[config.mk]
export PLATFORM = sky130hd
export DESIGN_NAME = jellyvl_synctimer_timer
export DESIGN_NICKNAME = d
export VERILOG_FILES = /design/src/rtl/jellyvl_synctimer_timer.sv
export SDC_FILE = /design/constraint.sdc
export NUM_CORES = 1
export LEC_CHECK = 0
export ABC_AREA = 1
export CAP_MARGIN = 25
export CORE_MARGIN = 2
export CORE_UTILIZATION = 59
export DETAILED_ROUTE_END_ITERATION = 10
export DONT_BUFFER_PORTS = 1
export PLACE_DENSITY = 0.84
export SLEW_MARGIN = 20
export SYNTH_ARGS = -nofsm -noshare
export SYNTH_HDL_FRONTEND = slang
export SYNTH_SLANG_ARGS = --single-unit
[constraint.sdc]
create_clock -name clk -period 2.4 [get_ports clk]
set_clock_uncertainty 0.1 [all_clocks]
set_input_delay 0.24 -clock clk [delete_from_list [all_inputs] [get_ports clk]]
set_output_delay 0.24 -clock clk [all_outputs]
set_load 0.01 [all_outputs]
[src/rtl/jellyvl_synctimer_timer.sv]
// Local time base: advances current_time by NUMERATOR/DENOMINATOR units per clk, with
// single-step +/-ADJ_STEP corrections and hard overwrite. Optional adjust counters via JELLYVL_SYNCTIMER_TIMER_MONITOR_EN.
module jellyvl_synctimer_timer #(
  parameter int unsigned TIMER_WIDTH = 64,
  parameter int unsigned NUMERATOR   = 10,
  parameter int unsigned DENOMINATOR = 3,
  parameter int unsigned ADJ_STEP    = 1,
  parameter int unsigned ADJ_GUARD   = 0,
  parameter int unsigned FRAC_WIDTH  = $clog2(DENOMINATOR + 1)
) (
  input  logic                   reset,
  input  logic                   clk,
  input  logic [TIMER_WIDTH-1:0] set_time,
  input  logic                   set_valid,
  input  logic                   adjust_sign,
  input  logic                   adjust_valid,
  output logic                   adjust_ready,
  output logic [TIMER_WIDTH-1:0] current_time,
  output logic [31:0]            monitor_adj_plus,
  output logic [31:0]            monitor_adj_minus
);

  localparam int unsigned STEP_INT    = NUMERATOR / DENOMINATOR;
  localparam int unsigned STEP_REM    = NUMERATOR % DENOMINATOR;
  localparam int unsigned SUM_WIDTH   = FRAC_WIDTH + 1;
  localparam int unsigned GUARD_WIDTH = (ADJ_GUARD > 0) ? $clog2(ADJ_GUARD + 1) : 1;

  // A negative step would let time run backwards; reject such configurations.
  generate
    if ((DENOMINATOR == 0) || (ADJ_STEP * DENOMINATOR > NUMERATOR)) begin : g_param_check
      $error("jellyvl_synctimer_timer: need DENOMINATOR >= 1 and ADJ_STEP <= NUMERATOR/DENOMINATOR");
    end
  endgenerate

  logic [FRAC_WIDTH-1:0]  frac;
  logic [GUARD_WIDTH-1:0] guard;

  logic [SUM_WIDTH-1:0]   frac_sum;
  logic                   carry;
  logic                   accept;
  logic [TIMER_WIDTH-1:0] step;
  logic [TIMER_WIDTH-1:0] time_next;
  logic [FRAC_WIDTH-1:0]  frac_next;
  logic [GUARD_WIDTH-1:0] guard_next;
  logic                   ready_next;

  // Next-state: fractional step, adjust handshake with guard interval, overwrite.
  always_comb begin
    frac_sum   = SUM_WIDTH'(frac) + SUM_WIDTH'(STEP_REM);
    carry      = (frac_sum >= SUM_WIDTH'(DENOMINATOR));
    frac_next  = carry ? FRAC_WIDTH'(frac_sum - SUM_WIDTH'(DENOMINATOR)) : FRAC_WIDTH'(frac_sum);
    accept     = adjust_valid && adjust_ready;
    step       = TIMER_WIDTH'(STEP_INT) + TIMER_WIDTH'(carry);
    guard_next = guard;
    ready_next = adjust_ready;

    if (accept) begin
      step       = adjust_sign ? (step - TIMER_WIDTH'(ADJ_STEP)) : (step + TIMER_WIDTH'(ADJ_STEP));
      guard_next = GUARD_WIDTH'(ADJ_GUARD);
      ready_next = (ADJ_GUARD == 0);
    end else if (guard != '0) begin
      guard_next = guard - GUARD_WIDTH'(1);
      ready_next = (guard == GUARD_WIDTH'(1));
    end else begin
      ready_next = 1'b1;
    end

    time_next = current_time + step;

    // Overwrite wins; a simultaneous adjust is consumed but discarded.
    if (set_valid) begin
      time_next  = set_time;
      frac_next  = '0;
      guard_next = '0;
      ready_next = 1'b1;
    end
  end

  always_ff @(posedge clk) begin
    if (reset) begin
      current_time <= '0;
      frac         <= '0;
      guard        <= '0;
      adjust_ready <= 1'b0;
    end else begin
      current_time <= time_next;
      frac         <= frac_next;
      guard        <= guard_next;
      adjust_ready <= ready_next;
    end
  end

`ifdef JELLYVL_SYNCTIMER_TIMER_MONITOR_EN
  // Saturating per-sign counters of adjusts that actually reached the time value.
  always_ff @(posedge clk) begin
    if (reset || set_valid) begin
      monitor_adj_plus  <= '0;
      monitor_adj_minus <= '0;
    end else if (accept) begin
      if (adjust_sign) begin
        if (monitor_adj_minus != '1) monitor_adj_minus <= monitor_adj_minus + 32'd1;
      end else begin
        if (monitor_adj_plus != '1) monitor_adj_plus <= monitor_adj_plus + 32'd1;
      end
    end
  end
`else
  assign monitor_adj_plus  = '0;
  assign monitor_adj_minus = '0;
`endif

endmodule
==> impl_metrics.toml <==
[finish]
nNetsFinal = 1036
syn2layout_area_growth_pct = 12.1
fin_util = 0.688
antennaDiodeCount = 0
final_cell_mix = "237 x nand2_1, 177 x nor2_1, 118 x inv_1"
drive_gt1_frac = 0.109
mostFrequentLayoutCell = "nand2_1"
nFillCells = 829
final_area_sq_um = 6030

[floorplan]
coreArea_sq_um = 8760
io_pins = 198
die-area_sq_um = 9900
num_rows = 34
die_w_microns = 99.5
fp.dieH_microns = 99.5
start_util = 0.614

[logic_synthesis]
synth.avg_cell_area_sq_um = 5.85
yosys.area_share.simple = 0.440
syn-cell-area_sq_um = 5380
seq_area_frac_synth = 0.249
synth_compound_area_frac = 0.0630
netlist_instances = 920
synth_top_family_by_area = "simple AND/OR/NAND/NOR gates"
ys_ff_latch = 67
synth_mux_area_frac = 0
yosysUniqueCellTypes = 33
synthAdderAreaFrac = 0.0107
yosysWarnings = 0
synth_xor_area_frac = 0.0423

[pwr]
p_int_uw = 1960
seqPwrFrac = 0.470
ir_worst_vdd_v = 0.000364
total_power_uw = 2920
power_frac_clock = 0.367
p_sw_uw = 960
p_sw_frac = 0.329
combPwrFrac = 0.163
power_density_nw_per_um2 = 484
p_leak_uw = 0.00291

[drt]
drtPass1Iterations = 6
drtIter0Drc = 368
wl_per_cell_microns = 15.5
drt-total-wl_microns = 16600
dr_total_vias = 5572
ant_nets = 0
vias_per_cell = 5.18
drc = 0

[worst_setup_path]
crit_required_ns = 2.56
rr_startpoint = "adjust_ready$_DFF_P_"
slowest_delay_ns = 0.39
r2r_slack_ns = -0.06
worstPathMaxFanout = 6
slowest_stage = "fa_2"
end_kind = "register"
critical_path_class = "register to register"
crit-reg2reg-capture = "current_time[14]$_SDFF_PP0_"
cp_cell_sequence = "nand2_2 > inv_2 > nor2_1 > inv_1 > nand2_1 > inv_2 > ha_4 > inv_2 > fa_2 > inv_2 > nand3_2 > nand2_4 > buf_6 > nand2_4 > nor2_4 > buf_4 > xor2_1 > o21ai_0 > inv_1"
reg2reg_depth = 19
cp_common_cell = "inv_2"
crit_arrival_ns = 2.62
worstSetupStartpointType = "register"

[grt]
antenna_found_initial = 0
grt_first_pass_wirelength_microns = 25600
overflow = 0
grt_max_degree = 35
track_usage = 0.329
grt_pass1_vias = 5242

[placement]
io_buffers = 0
hpwl_microns = 12300
placed_area_sq_um = 5290
gp_congestion = 0.970

[timing]
timing.final.ws_setup_ns = -0.0646
fmax_mhz = 406
hold_viol_final = 5
whs_ns = -0.00826
finalMaxSlewViolations = 0
post-route-period-util = 1.03
period_needed_ns = 2.46
maxSlewHeadroom = 0.600
setup_viol_count_final = 8
fin_setup_tns_ns = -0.239
worst-slew-pin-transition_ns = 0.599
rsz0062_at_grt = "yes"

[min_path]
holdPathStages = 4
whs_endpoint = "current_time[16]$_SDFF_PP0_"
worst_hold_path_type = "input port to register"
min_from = "set_time[16]"

[status]
status = "finished with violations"
violations = "negative hold slack, negative setup slack"

[clock_tree]
clk_pin_slew_worst_paths_ns = 0.08
cts_made_buffers = 9
cts-root-buf = "clkbuf_8"
cts_buffer_depth = 2
cts_tree = "done"
insertion_delay_ns = 0.36
cts_sinks = 67
htree_levels = 3

[flow_run]
cap_violations = 0
-- how the worst max path moves through the flow --
stage                               from                          end  slack, ns  depth (start not counted)
finish              adjust_ready$_DFF_P_  current_time[14]$_SDFF_PP0_      -0.06                         19
global route        adjust_ready$_DFF_P_  current_time[50]$_SDFF_PP0_      -0.21                         19
CTS                 adjust_ready$_DFF_P_  current_time[50]$_SDFF_PP0_     -0.001                         19
detailed placement  adjust_ready$_DFF_P_  current_time[22]$_SDFF_PP0_      -0.02                         18
global placement    adjust_ready$_DFF_P_  current_time[29]$_SDFF_PP0_       0.08                         14
floorplan           adjust_ready$_DFF_P_  current_time[22]$_SDFF_PP0_       0.05                         18
-- synthesized netlist by cell type (all sizes together) --
library cell / n / share of area
xnor2: 14 / 0.023
dfxtp: 67 / 0.25
conb: 1 / 0.00070
fa: 1 / 0.0037
o21bai: 5 / 0.0070
a31oi: 1 / 0.0012
clkbuf: 14 / 0.0098
xor2: 12 / 0.020
nand3: 67 / 0.067
nand4: 17 / 0.020
ha: 3 / 0.0070
a21oi: 11 / 0.010
nor2: 195 / 0.15
o21ai: 48 / 0.045
nand3b: 1 / 0.0014
inv: 128 / 0.089
buf: 70 / 0.095
nor3: 5 / 0.0067
and2: 1 / 0.0012
or2: 1 / 0.0012
nand2: 258 / 0.19
-- routing by layer --
metal	track usage	vias up	part of all wire
met5	0	-	0
met4	0.149	0	0.036
met3	0.0668	50	0.10
met2	0.554	296	0.47
met1	0.406	2449	0.39
li1	-	2777	-
-- cells by family after synthesis --
logic type	Yosys count
DFF	67
other	1
AOI/OAI and AO/OA	65
xor gates and xnor gates	26
and+or+nand+nor	545
adders and majority gates	4
buffers and inverters	212
-- power by group through the flow --
stage               Combinational (uW)  Sequential [uW]  Clock (uW)
CTS                                439             1360        1060
global placement                   366             1390           0
finish                             476             1370        1070
detailed placement                 374             1390           0
floorplan                          399             1330           0
global route                       533             1380        1120
-- per-stage QoR --
stage / setup WS, ns / cells
floorplan: 0.0510 / 983
global placement: 0.0772 / 1019
finish: -0.0646 / 1075
CTS: -0.00138 / 1064
detailed placement: -0.0217 / 1019
global route: -0.210 / 1075
-- final cells by class --
| type | count | area (sq um) | share of cell area |
|---|---|---|---|
| clock buffer | 9 | 124 | 0.0205 |
| multi-input combinational | 704 | 3350 | 0.555 |
| tap | 108 | 135 | 0.0224 |
| sequential | 67 | 1340 | 0.223 |
| clock inverter | 6 | 91.3 | 0.0151 |
| inverter | 128 | 480 | 0.0797 |
| timing repair buffer | 53 | 510 | 0.0846 |
-- flip-flops by register name (all words and copies together) (netlist names) --
| signal | count |
|---|---|
| adjust_ready | 1 |
| frac | 2 |
| current_time | 64 |
-- critical path, delay by kind of cell (launching register included) --
kind            cells  cell delay, ns
buf+inv             8            0.61
fa+ha+maj           2            0.51
xor+xnor            1            0.06
compound gates      1            0.15
simple gates        7            0.58
flops               1            0.34
-- what timing repair did --
item / 4_1_cts / 5_1_grt
hold endpoints to repair: 56 / 0
hold buffers: 29 / 0
buffers inserted: 1 / 11
setup endpoints to repair: 11 / 40
gates resized for setup: 12 / 34
pin swaps: 3 / 21
(Power assumes the default switching activity.)
